==> src/rtl/mul_defs.sv <==
// Shared definitions for the multiplier job feeder: defaults, FSM encoding
// and the wait-counter width helper.
package mul_defs;

    localparam int W_DEF           = 4;
    localparam int DEPTH_DEF       = 4;
    localparam int MUL_LATENCY_DEF = 5;

    typedef enum logic [1:0] {
        ST_IDLE  = 2'd0,
        ST_ISSUE = 2'd1,
        ST_WAIT  = 2'd2,
        ST_HOLD  = 2'd3
    } state_t;

    // Wait counter must hold the value MUL_LATENCY itself.
    function automatic int cnt_width(input int lat);
        return $clog2(lat + 1);
    endfunction

endpackage

==> src/rtl/op_fifo.sv <==
// Operand FIFO with show-ahead head. Pointers carry one extra bit so that
// full and empty are distinguishable without a separate count.
module op_fifo #(
    parameter int DW    = 8,
    parameter int DEPTH = 4
) (
    input  logic          clk,
    input  logic          rst_n,
    input  logic          push,
    input  logic [DW-1:0] wr_data,
    input  logic          pop,
    output logic [DW-1:0] rd_data,
    output logic          full,
    output logic          empty
);
    localparam int AW = $clog2(DEPTH);

    logic [DW-1:0] r_mem [DEPTH];
    logic [AW:0]   r_wptr;
    logic [AW:0]   r_rptr;
    logic          w_do_push;
    logic          w_do_pop;

    // Full is taken from registered pointers, so a pop in the same cycle
    // does not open a slot until the next cycle.
    assign empty     = (r_wptr == r_rptr);
    assign full      = (r_wptr[AW] != r_rptr[AW]) &&
                       (r_wptr[AW-1:0] == r_rptr[AW-1:0]);
    assign w_do_push = push & ~full;
    assign w_do_pop  = pop & ~empty;
    assign rd_data   = r_mem[r_rptr[AW-1:0]];

    // Pointer update; push and pop may both happen in one cycle.
    always_ff @(posedge clk) begin
        if (!rst_n) begin
            r_wptr <= '0;
            r_rptr <= '0;
        end else begin
            if (w_do_push) r_wptr <= r_wptr + 1'b1;
            if (w_do_pop)  r_rptr <= r_rptr + 1'b1;
        end
    end

    // Storage needs no reset: empty pointers hide stale contents.
    always_ff @(posedge clk) begin
        if (w_do_push) r_mem[r_wptr[AW-1:0]] <= wr_data;
    end

endmodule

==> src/rtl/mul_job_feeder.sv <==
// Job front-end for seq_mul: queues operand pairs, launches one multiply
// at a time, waits a fixed latency and holds the product on a valid/ready port.
//
// state    | meaning
// ---------+-----------------------------------------------------------
// ST_IDLE  | no job in flight; leave when the FIFO holds a pair
// ST_ISSUE | start pulse with operands on mul_a/mul_b; FIFO head popped
// ST_WAIT  | counting down the multiplier latency; capture op at count 1
// ST_HOLD  | result presented; wait for res_ready
module mul_job_feeder
    import mul_defs::*;
#(
    parameter int W           = W_DEF,
    parameter int DEPTH       = DEPTH_DEF,
    parameter int MUL_LATENCY = MUL_LATENCY_DEF
) (
    input  logic           clk,
    input  logic           rst_n,
    input  logic           in_valid,
    output logic           in_ready,
    input  logic [W-1:0]   in_a,
    input  logic [W-1:0]   in_b,
    output logic           mul_start,
    output logic [W-1:0]   mul_a,
    output logic [W-1:0]   mul_b,
    input  logic [2*W-1:0] mul_op,
    output logic           res_valid,
    input  logic           res_ready,
    output logic [2*W-1:0] res_data,
    output logic           busy
);
    localparam int CW = cnt_width(MUL_LATENCY);

    state_t         r_state;
    logic [CW-1:0]  r_cnt;
    logic           r_mul_start;
    logic [W-1:0]   r_mul_a;
    logic [W-1:0]   r_mul_b;
    logic           r_res_valid;
    logic [2*W-1:0] r_res_data;

    logic [2*W-1:0] w_head;
    logic           w_full;
    logic           w_empty;
    logic           w_push;
    logic           w_pop;

    // in_ready is held low while reset is asserted so nothing is accepted.
    assign in_ready = rst_n & ~w_full;
    assign w_push   = in_valid & in_ready;
    assign w_pop    = (r_state == ST_ISSUE);
    assign busy     = (r_state != ST_IDLE) | ~w_empty;

    assign mul_start = r_mul_start;
    assign mul_a     = r_mul_a;
    assign mul_b     = r_mul_b;
    assign res_valid = r_res_valid;
    assign res_data  = r_res_data;

    op_fifo #(
        .DW    (2*W),
        .DEPTH (DEPTH)
    ) u_fifo (
        .clk     (clk),
        .rst_n   (rst_n),
        .push    (w_push),
        .wr_data ({in_a, in_b}),
        .pop     (w_pop),
        .rd_data (w_head),
        .full    (w_full),
        .empty   (w_empty)
    );

    // Job FSM with registered start/operand/result outputs. Operands are
    // loaded from the show-ahead head on entry to ISSUE so they are valid
    // during the start pulse; the head is popped at the end of ISSUE.
    always_ff @(posedge clk) begin
        if (!rst_n) begin
            r_state     <= ST_IDLE;
            r_cnt       <= '0;
            r_mul_start <= 1'b0;
            r_mul_a     <= '0;
            r_mul_b     <= '0;
            r_res_valid <= 1'b0;
            r_res_data  <= '0;
        end else begin
            case (r_state)
                ST_IDLE: begin
                    if (!w_empty) begin
                        r_state     <= ST_ISSUE;
                        r_mul_start <= 1'b1;
                        r_mul_a     <= w_head[2*W-1:W];
                        r_mul_b     <= w_head[W-1:0];
                    end
                end
                ST_ISSUE: begin
                    r_state     <= ST_WAIT;
                    r_mul_start <= 1'b0;
                    r_mul_a     <= '0;
                    r_mul_b     <= '0;
                    r_cnt       <= CW'(MUL_LATENCY);
                end
                ST_WAIT: begin
                    r_cnt <= r_cnt - CW'(1);
                    if (r_cnt == CW'(1)) begin
                        r_state     <= ST_HOLD;
                        r_res_data  <= mul_op;
                        r_res_valid <= 1'b1;
                    end
                end
                ST_HOLD: begin
                    if (res_ready) begin
                        r_state     <= ST_IDLE;
                        r_res_valid <= 1'b0;
                    end
                end
                default: r_state <= ST_IDLE;
            endcase
        end
    end

endmodule

==> config.mk <==
export PLATFORM = sky130hd
export DESIGN_NAME = mul_job_feeder
export DESIGN_NICKNAME = d
export VERILOG_FILES = /design/src/rtl/mul_defs.sv /design/src/rtl/op_fifo.sv /design/src/rtl/mul_job_feeder.sv
export SDC_FILE = /design/constraint.sdc
export NUM_CORES = 1
export LEC_CHECK = 0
export CAP_MARGIN = 30
export CORE_ASPECT_RATIO = 0.9
export CORE_MARGIN = 1.5
export CORE_UTILIZATION = 45
export DETAILED_ROUTE_END_ITERATION = 6
export GPL_ROUTABILITY_DRIVEN = 0
export MAX_ROUTING_LAYER = met4
export PLACE_DENSITY = 0.68
export REMOVE_ABC_BUFFERS = 1
export SKIP_LAST_GASP = 1
export SLEW_MARGIN = 30
export SYNTH_ARGS = -nofsm -noshare
export SYNTH_HDL_FRONTEND = slang
export SYNTH_SLANG_ARGS = --single-unit
==> constraint.sdc <==
create_clock -name clk -period 6.1 [get_ports clk]
set_clock_uncertainty 0.2 [all_clocks]
set_input_delay 1.22 -clock clk [delete_from_list [all_inputs] [get_ports clk]]
set_output_delay 1.22 -clock clk [all_outputs]
set_load 0.05 [all_outputs]
### Word-level counts from Yosys, hierarchy flattened

Memories as Yosys holds them, arrays and structs flattened. A register that Yosys moved wholly into a read port is not among the register bits.
Cells that the tools add are included.

* reduce and logical (&&, ||, !) cells: 10
* add/sub/neg operators: 3
* mux-type cells: 18
* equal/unequal tests: 10
* bitwise operators: 7

Operators with widths (number)
* $pmux 4 s2: 2
* $mux 2: 5
* $mux 4: 2
* $pmux 2 s4: 1
* $reduce_bool 2->1: 4
* $add 3x1->3 const B: 2
* $ne 2x2->1 const B: 3
* $pmux 3 s2: 1
* $reduce_and 3->1: 2
* $mux 1: 5
* $and 1x1->1: 4
* $eq 2x2->1 const B: 2
* $pmux 1 s2: 2
* $reduce_and 2->1: 2
* $eq 3x1->1 const B: 1
* $eq 3x3->1: 1
* $sub 3x1->3 const B: 1
* $eq 2x1->1 const B: 1
* $eq 2x2->1: 1
* $logic_not 2->1: 1
* $not 1->1: 2
* $logic_and 1x1->1: 1
* $ne 1x1->1: 1
* $or 1x1->1: 1

* output and inout bits: 20
* bits in writable memories: 32
* register bits: 29
* memories kept: 1

Memory list
* u_fifo.r_mem: words 4, bits a word 8, rd ports 1, clocked after memory_dff 1, wr ports 1, RTL line op_fifo.sv:18 `logic [DW-1:0] r_mem [DEPTH];`

### Logic depth before layout (Yosys ltp)

Gate-level depths: netlist of run 1.

* depth in word-level cells: 8
* mapped depth: 7
* mapped depth without buffers: 6

### Modules after synthesis

A second synthesis of run 1 with hierarchy kept.

* cells, all modules: 223
* area total of the unflattened synthesis: 2860.2 sq um

Modules (own cells, without submodules)
* op_fifo: area an instance 1724.2 sq um, times used 1, seq. area each 1121.1 sq um, cells each 110
* mul_job_feeder: area an instance 1136.1 sq um, times used 1, seq. area each 460.4 sq um, cells each 113

### Worst setup path before layout of run 1

Ideal clock, no wire load.

* path kind: input to output
* from: in rst_n
* to: out in_ready
* data required time: 4.680 ns
* buffers on the path: 2
* stages: 3
* setup slack: 2.594 ns
* arrival: 2.086 ns
* cells stage by stage: clkbuf_1 clkbuf_1 and2_1

* longest elaborated chain between the ends: 1

RTL lines
* start, declared: RTL line mul_job_feeder.sv:18 `input logic rst_n,`
* $and 1x1->1: RTL line mul_job_feeder.sv:49 `assign in_ready = rst_n & ~w_full;`
* end, declared: RTL line mul_job_feeder.sv:20 `output logic in_ready,`

Every way passes these cells.

### Worst setup path after layout of run 1

Ends and elaborated chain as after synthesis.

==> flow_summary_export.csv, run 1 <==
group,metric,value,unit
status,status,"finished with violations",
status,violations,"design-rule violations",
drt,wirelength,4.65,mm
timing,final.period_utilization,72.5,%
worst_setup_path,crit_path_end_kind,"output port",
worst_setup_path,crit_fanout,43,
clock_tree,cts_tree,"yes",
placement,dp_hpwl,3.11,mm
die,die_h,76.8,um
die,pin_count,40,
drt,drt_iter0_markers,78,
global_routing,grt_pass1_wl,7.73,mm
timing,final.setup.tns,0,ns
hold_path,hp-class,"reg -> reg",
logic_synthesis,syn_inst,210,
worst_setup_path,arrival,3.00,ns
die,fp.dieW,85.0,um
timing,rsz0062_at_grt,"no",
timing,setup_viol,0,
logic_synthesis,syn_area,2720,um^2
clock_tree,max-clock-path-buffers,2,
drt,vias,1681,
logic_synthesis,avgSynthCellArea,13.0,um^2
logic_synthesis,yosys_register_bits,63,
clock_tree,cts.sinks,63,
hold_path,min_from,"res_data[6]",
die,start_util,47.2,%
timing,report.final.slew_viol_count,0,
global_routing,track_usage,16.1,%
clock_tree,cts.repair.resized,0,
timing,worstMarginPinSlew,0.774,ns
layout,area_delta_synth_final,24.7,%
flow_run,maxCapViolations,0,
worst_setup_path,r2r_start,"u_fifo.r_wptr[0]",
global_routing,grt_max_degree,44,
drt,wire_per_inst,14.2,um
pwr,power.density,394,nW/um^2
clock_tree,ctsHoldBuffers,0,
layout,fin_cells,327,
worst_setup_path,required,4.68,ns
drt,drc_errors,5,
logic_synthesis,synth-seq-area-share,58.1,%
timing,fmax,226,MHz
clock_tree,htree_levels,3,
clock_tree,cts_made_buffers,9,
worst_setup_path,crit_path_start,"rst_n",
logic_synthesis,synth_warnings,0,
placement,placed_cells,311,
pwr,vdd_drop_max,0.163,mV
global_routing,antenna_found_initial,0,
clock_tree,root_buffer,"clkbuf_8",
logic_synthesis,synthDistinctLibCells,35,
layout,nNetsFinal,284,
die,num_rows,26,
timing,relSlewSlack,48.3,%
die,core_area,5760,um^2
pwr,p_leak,1.17,nW
drt,drtAntennaViolNets,0,
clock_tree,path_clk_slew,0.07,ns
layout,n_antenna_cell,0,
clock_tree,post_cts_buffers,0,
clock_tree,clock_latency,0.33,ns
worst_setup_path,critPathKind,"in -> out",
worst_setup_path,critPathLaunchType,"input pin",
placement,io_buffers,39,
timing,finalHoldViolations,0,
die,dieArea,6520,um^2
drt,viasPerCell,5.14,
drt,dr.pass1.iters,6,
global_routing,overflow,0,
timing,min_period,4.42,ns
layout,drive_gt1_share,13.2,%
global_routing,first_global_vias,1623,
metal layers:
layer | GRT usage [%] | wire length (um)
met2 | 23.6 | 2100
met3 | 6.03 | 273
met4 | 6.39 | 80
met5 | - | 0
met1 | 20.4 | 2200
cell usage in the layout, fill, tap and decap left out, drive strengths merged, types with 6 or more instances in the layout:
cell | Yosys | routed
edfxtp | 32 | 32
ha | 12 | 12
o22ai | 8 | 8
clkdlybuf4s50 | 0 | 39
a21boi | 11 | 11
inv | 10 | 10
nand2 | 33 | 33
clkbuf | 8 | 11
nand3 | 10 | 10
o21ai | 6 | 6
and2 | 11 | 11
dfxtp | 31 | 31
mux4 | 8 | 8
state kept, by name (all words and copies together) (netlist names), named ones only:
register,flops
u_fifo.r_mem,32
res_data,8
u_fifo.r_rptr,3
r_cnt,3
u_fifo.r_wptr,3
mul_a,4
res_valid,1
r_state,2
mul_b,4
mul_start,1
stage by stage:
step	worst slack [ns]	utilization [%]	cell area, um^2	power (mW)	hold WS (ns)
after global routing	1.58	58.9	3390	1.41	0.293
after floorplan	3.05	-	2690	0.832	0.260
after CTS	1.66	58.9	3390	1.35	0.267
after detailed placement	1.67	55.1	3170	0.953	0.256
after global placement	1.67	55.1	3170	0.945	0.252
final	1.68	58.9	3390	1.34	0.263
cells by family after synthesis:
kind of cell               Yosys count  synth area share, %
xor gates and xnor gates             8                 4.23
AOI/OAI and AO/OA                   34                 10.4
and+or+nand+nor                     64                 11.7
DFF                                 63                 58.1
muxes                               10                 7.36
adders and majority gates           12                 5.52
buffers and inverters               19                 2.67
worst paths after layout:
kind | endpoint | slack, ns | depth (start not counted)
max reg2reg | u_fifo.r_mem[2][4] | 3.87 | 4
min reg2reg | res_data[6] | 0.26 | 2
min | res_data[6] | 0.26 | 2
max | in_ready | 1.68 | 4
worst max-delay path, cell delays in order:
cell and delay, ns:
clkdlybuf4s50_1 0.45, buf_4 0.34, and2_1 0.19, clkdlybuf4s50_1 0.80
cell usage after synthesis:
cell      number  area [um^2]
o21ai_1        2         10.0
a21boi_1       2         15.0
and3_1         1         6.26
xor2_4         2         55.1
a31oi_1        1         6.26
nand3_1       10         50.1
o31ai_2        2         25.0
o311ai_1       2         17.5
nor4b_4        1         23.8
dfxtp_1       31          621
nor2_2         1         6.26
xnor2_1        5         43.8
a221oi_4       1         26.3
and2_1        11         68.8
mux2i_1        2         20.0
o311ai_4       1         26.3
nor2_1         2         7.51
o21ai_0        4         20.0
inv_1         10         37.5
o22ai_1        7         43.8
a21oi_1        1         5.00
or3_1          1         6.26
nand2_1       33          124
clkbuf_1       8         30.0
o22ai_2        1         12.5
xor2_2         1         16.3
nor2b_1        1         6.26
buf_2          1         5.00
mux4_2         8          180
nand2b_1       2         12.5
edfxtp_1      32          961
nand4_1        1         6.26
a21boi_0       9         67.6
ha_1          12          150
o211ai_1       1         7.51
report_power, final:
group	leakage [nW]	internal [mW]	switching [mW]	total [mW]
combinational	0.519	0.164	0.250	0.414
sequential	0.543	0.488	0.0385	0.526
clock	0.110	0.241	0.155	0.396
area by class of cell:
type                            instances  area (um^2)
Inverter                               10         37.5
Sequential cell                        63         1580
Clock inverter                          5         81.3
Timing Repair Buffer                   40          398
Fill cell                             473         2360
Clock buffer                           11          141
Multi-Input combinational cell        128         1070
Tap cell                               70         87.6
No activity file was read; power rests on OpenSTA's default activity.
==> run 2: changes to the inputs <==
Clock period 6.1 ns to 4.3 ns, I/O delays scaled along.
==> run 2 against run 1 <==
Against the previous run: the run still ends with design-rule violations left; via count increased by 1.5%; power increased by 33%; hold slack about the same; register-to-register slack got worse by 1.8 ns; largest cell class unchanged; largest power group unchanged; highest routed layer unchanged.
==> flow_summary_export.csv, run 2 (synthesized netlist as in run 1, its figures left out) <==
group,metric,value,unit
die,fp.dieW,85.0,um
pwr,power.density,531,nW/um^2
status,violations,"design-rule violations",
placement,place_area,3180,um^2
hold_path,holdPathEnd,"res_data[0]",
timing,final.period_utilization,77.8,%
drt,drt_iter0_markers,92,
die,core_area,5760,um^2
clock_tree,post_cts_buffers,0,
pwr,internal_power,1.17,mW
drt,vias,1706,
placement,dp_hpwl,3.37,mm
layout,area_delta_synth_final,23.2,%
layout,final_area,3350,um^2
timing,min_period,3.34,ns
die,dieArea,6520,um^2
worst_setup_path,critPathLaunchType,"flip-flop",
global_routing,antenna_found_initial,0,
global_routing,grt_max_degree,43,
drt,viasPerCell,5.22,
clock_tree,cts_tree,"yes",
global_routing,grt_pass1_wl,8.23,mm
die,die_h,76.8,um
timing,final.setup.tns,0,ns
layout,nFillCells,497,
status,status,"finished with violations",
layout,post-route-util,58.2,%
timing,fmax,299,MHz
layout,n_antenna_cell,0,
worst_setup_path,r2r_start,"u_fifo.r_wptr[1]",
worst_setup_path,critPathSlowestCell,"clkdlybuf4s50_1",
global_routing,first_global_vias,1717,
pwr,total_power,1.78,mW
timing,rsz0062_at_grt,"no",
worst_setup_path,crit_path_end_kind,"output port",
timing,relSlewSlack,45.8,%
worst_setup_path,required,3.24,ns
clock_tree,cts.sinks,63,
placement,place_ws,1.29,ns
flow_run,maxCapViolations,0,
pwr,p_leak,1.16,nW
pwr,clkPwrFrac,24.8,%
timing,finalHoldViolations,0,
worst_setup_path,crit_chain,"xor2_4 -> nor4b_4 -> inv_1 -> clkdlybuf4s50_1",
clock_tree,ctsHoldBuffers,0,
layout,largest_reg_flops,32,
worst_setup_path,reg2reg_setup_slack,2.08,ns
clock_tree,path_clk_slew,0.06,ns
hold_path,min_from,"res_data[0]",
clock_tree,clock_latency,0.33,ns
drt,drc_errors,5,
clock_tree,cts.repair.resized,0,
global_routing,overflow,0,
drt,wire_per_inst,15.0,um
drt,wirelength,4.91,mm
timing,fin_ws,0.956,ns
timing,setup_viol,0,
worst_setup_path,rr_endpoint,"u_fifo.r_mem[0][4]",
worst_setup_path,rr_worst_depth,4,
worst_setup_path,arrival,2.28,ns
die,num_rows,26,
timing,report.final.slew_viol_count,0,
global_routing,track_usage,17.3,%
hold_path,hp-class,"reg -> reg",
drt,drtAntennaViolNets,0,
layout,mostFrequentLayoutCells,"clkdlybuf4s50_1, nand2_1, edfxtp_1",
layout,nNetsFinal,284,
pwr,switching_share,34.4,%
timing,worstMarginPinSlew,0.811,ns
worst_setup_path,crit_fanout,7,
pwr,power.share.combinational,33.3,%
pwr,switchingPower,0.612,mW
clock_tree,max-clock-path-buffers,2,
layout,drive_gt1_share,12.5,%
hold_path,whs_path_depth,2,
die,pin_count,40,
layout,mostFrequentLayoutCell,"clkdlybuf4s50_1",
clock_tree,htree_levels,3,
drt,dr.pass1.iters,7,
die,start_util,47.2,%
clock_tree,cts_made_buffers,9,
placement,io_buffers,39,
worst_setup_path,critPathKind,"reg -> out",
clock_tree,root_buffer,"clkbuf_8",
pwr,vdd_drop_max,0.244,mV
pwr,pwr-share-seq,41.9,%
worst_setup_path,critPathMaxStageDelay,0.71,ns
[run 2: metrics by stage]
stage          hold slack (ns)  instances
6_report                 0.263        327
5_1_grt                  0.287        327
4_1_cts                  0.268        327
3_5_place_dp             0.258        311
3_3_place_gp             0.251        311
2_1_floorplan            0.260        201
[run 2: how the worst max path moves through the flow]
stage                      from  endpoint  cells after the start
2_1_floorplan  u_fifo.r_wptr[0]      busy                      3
3_3_place_gp   u_fifo.r_wptr[0]      busy                      4
3_5_place_dp   u_fifo.r_wptr[1]      busy                      4
4_1_cts        u_fifo.r_wptr[1]      busy                      4
5_1_grt        u_fifo.r_wptr[1]      busy                      4
6_report       u_fifo.r_wptr[1]      busy                      4
[run 2: cell type report]
class,instances,area (um^2),share of cell area [%]
multi-input cells,128,1070,31.8
flip-flops and latches,63,1580,47.2
inverters,10,37.5,1.12
repair buffers,40,408,12.2
well taps,70,87.6,2.61
clock buffers,15,166,4.96
clock inverters,1,5.00,0.149
[run 2: critical path: cells and delay by family (launching register included)]
kind / cells / cell delay, ns
buf+inv: 2 / 0.78
xor+xnor: 1 / 0.18
flops: 1 / 0.50
simple gates: 1 / 0.48
[run 2: metal layers]
layer	global-route usage, %	part of all wire, %	vias to the layer above
met2	27.1	49	46
met5	-	0	-
met3	6.78	5.9	4
met4	5.90	0.86	0
met1	20.3	44	822
li1	-	-	834
[run 2: power by group through the flow]
stage | sequential, mW | clock, mW | combinational (mW)
after floorplan | 0.840 | 0 | 0.341
after detailed placement | 0.760 | 0 | 0.597
after global placement | 0.757 | 0 | 0.592
after CTS | 0.748 | 0.456 | 0.599
final | 0.746 | 0.441 | 0.592
after global routing | 0.758 | 0.485 | 0.645
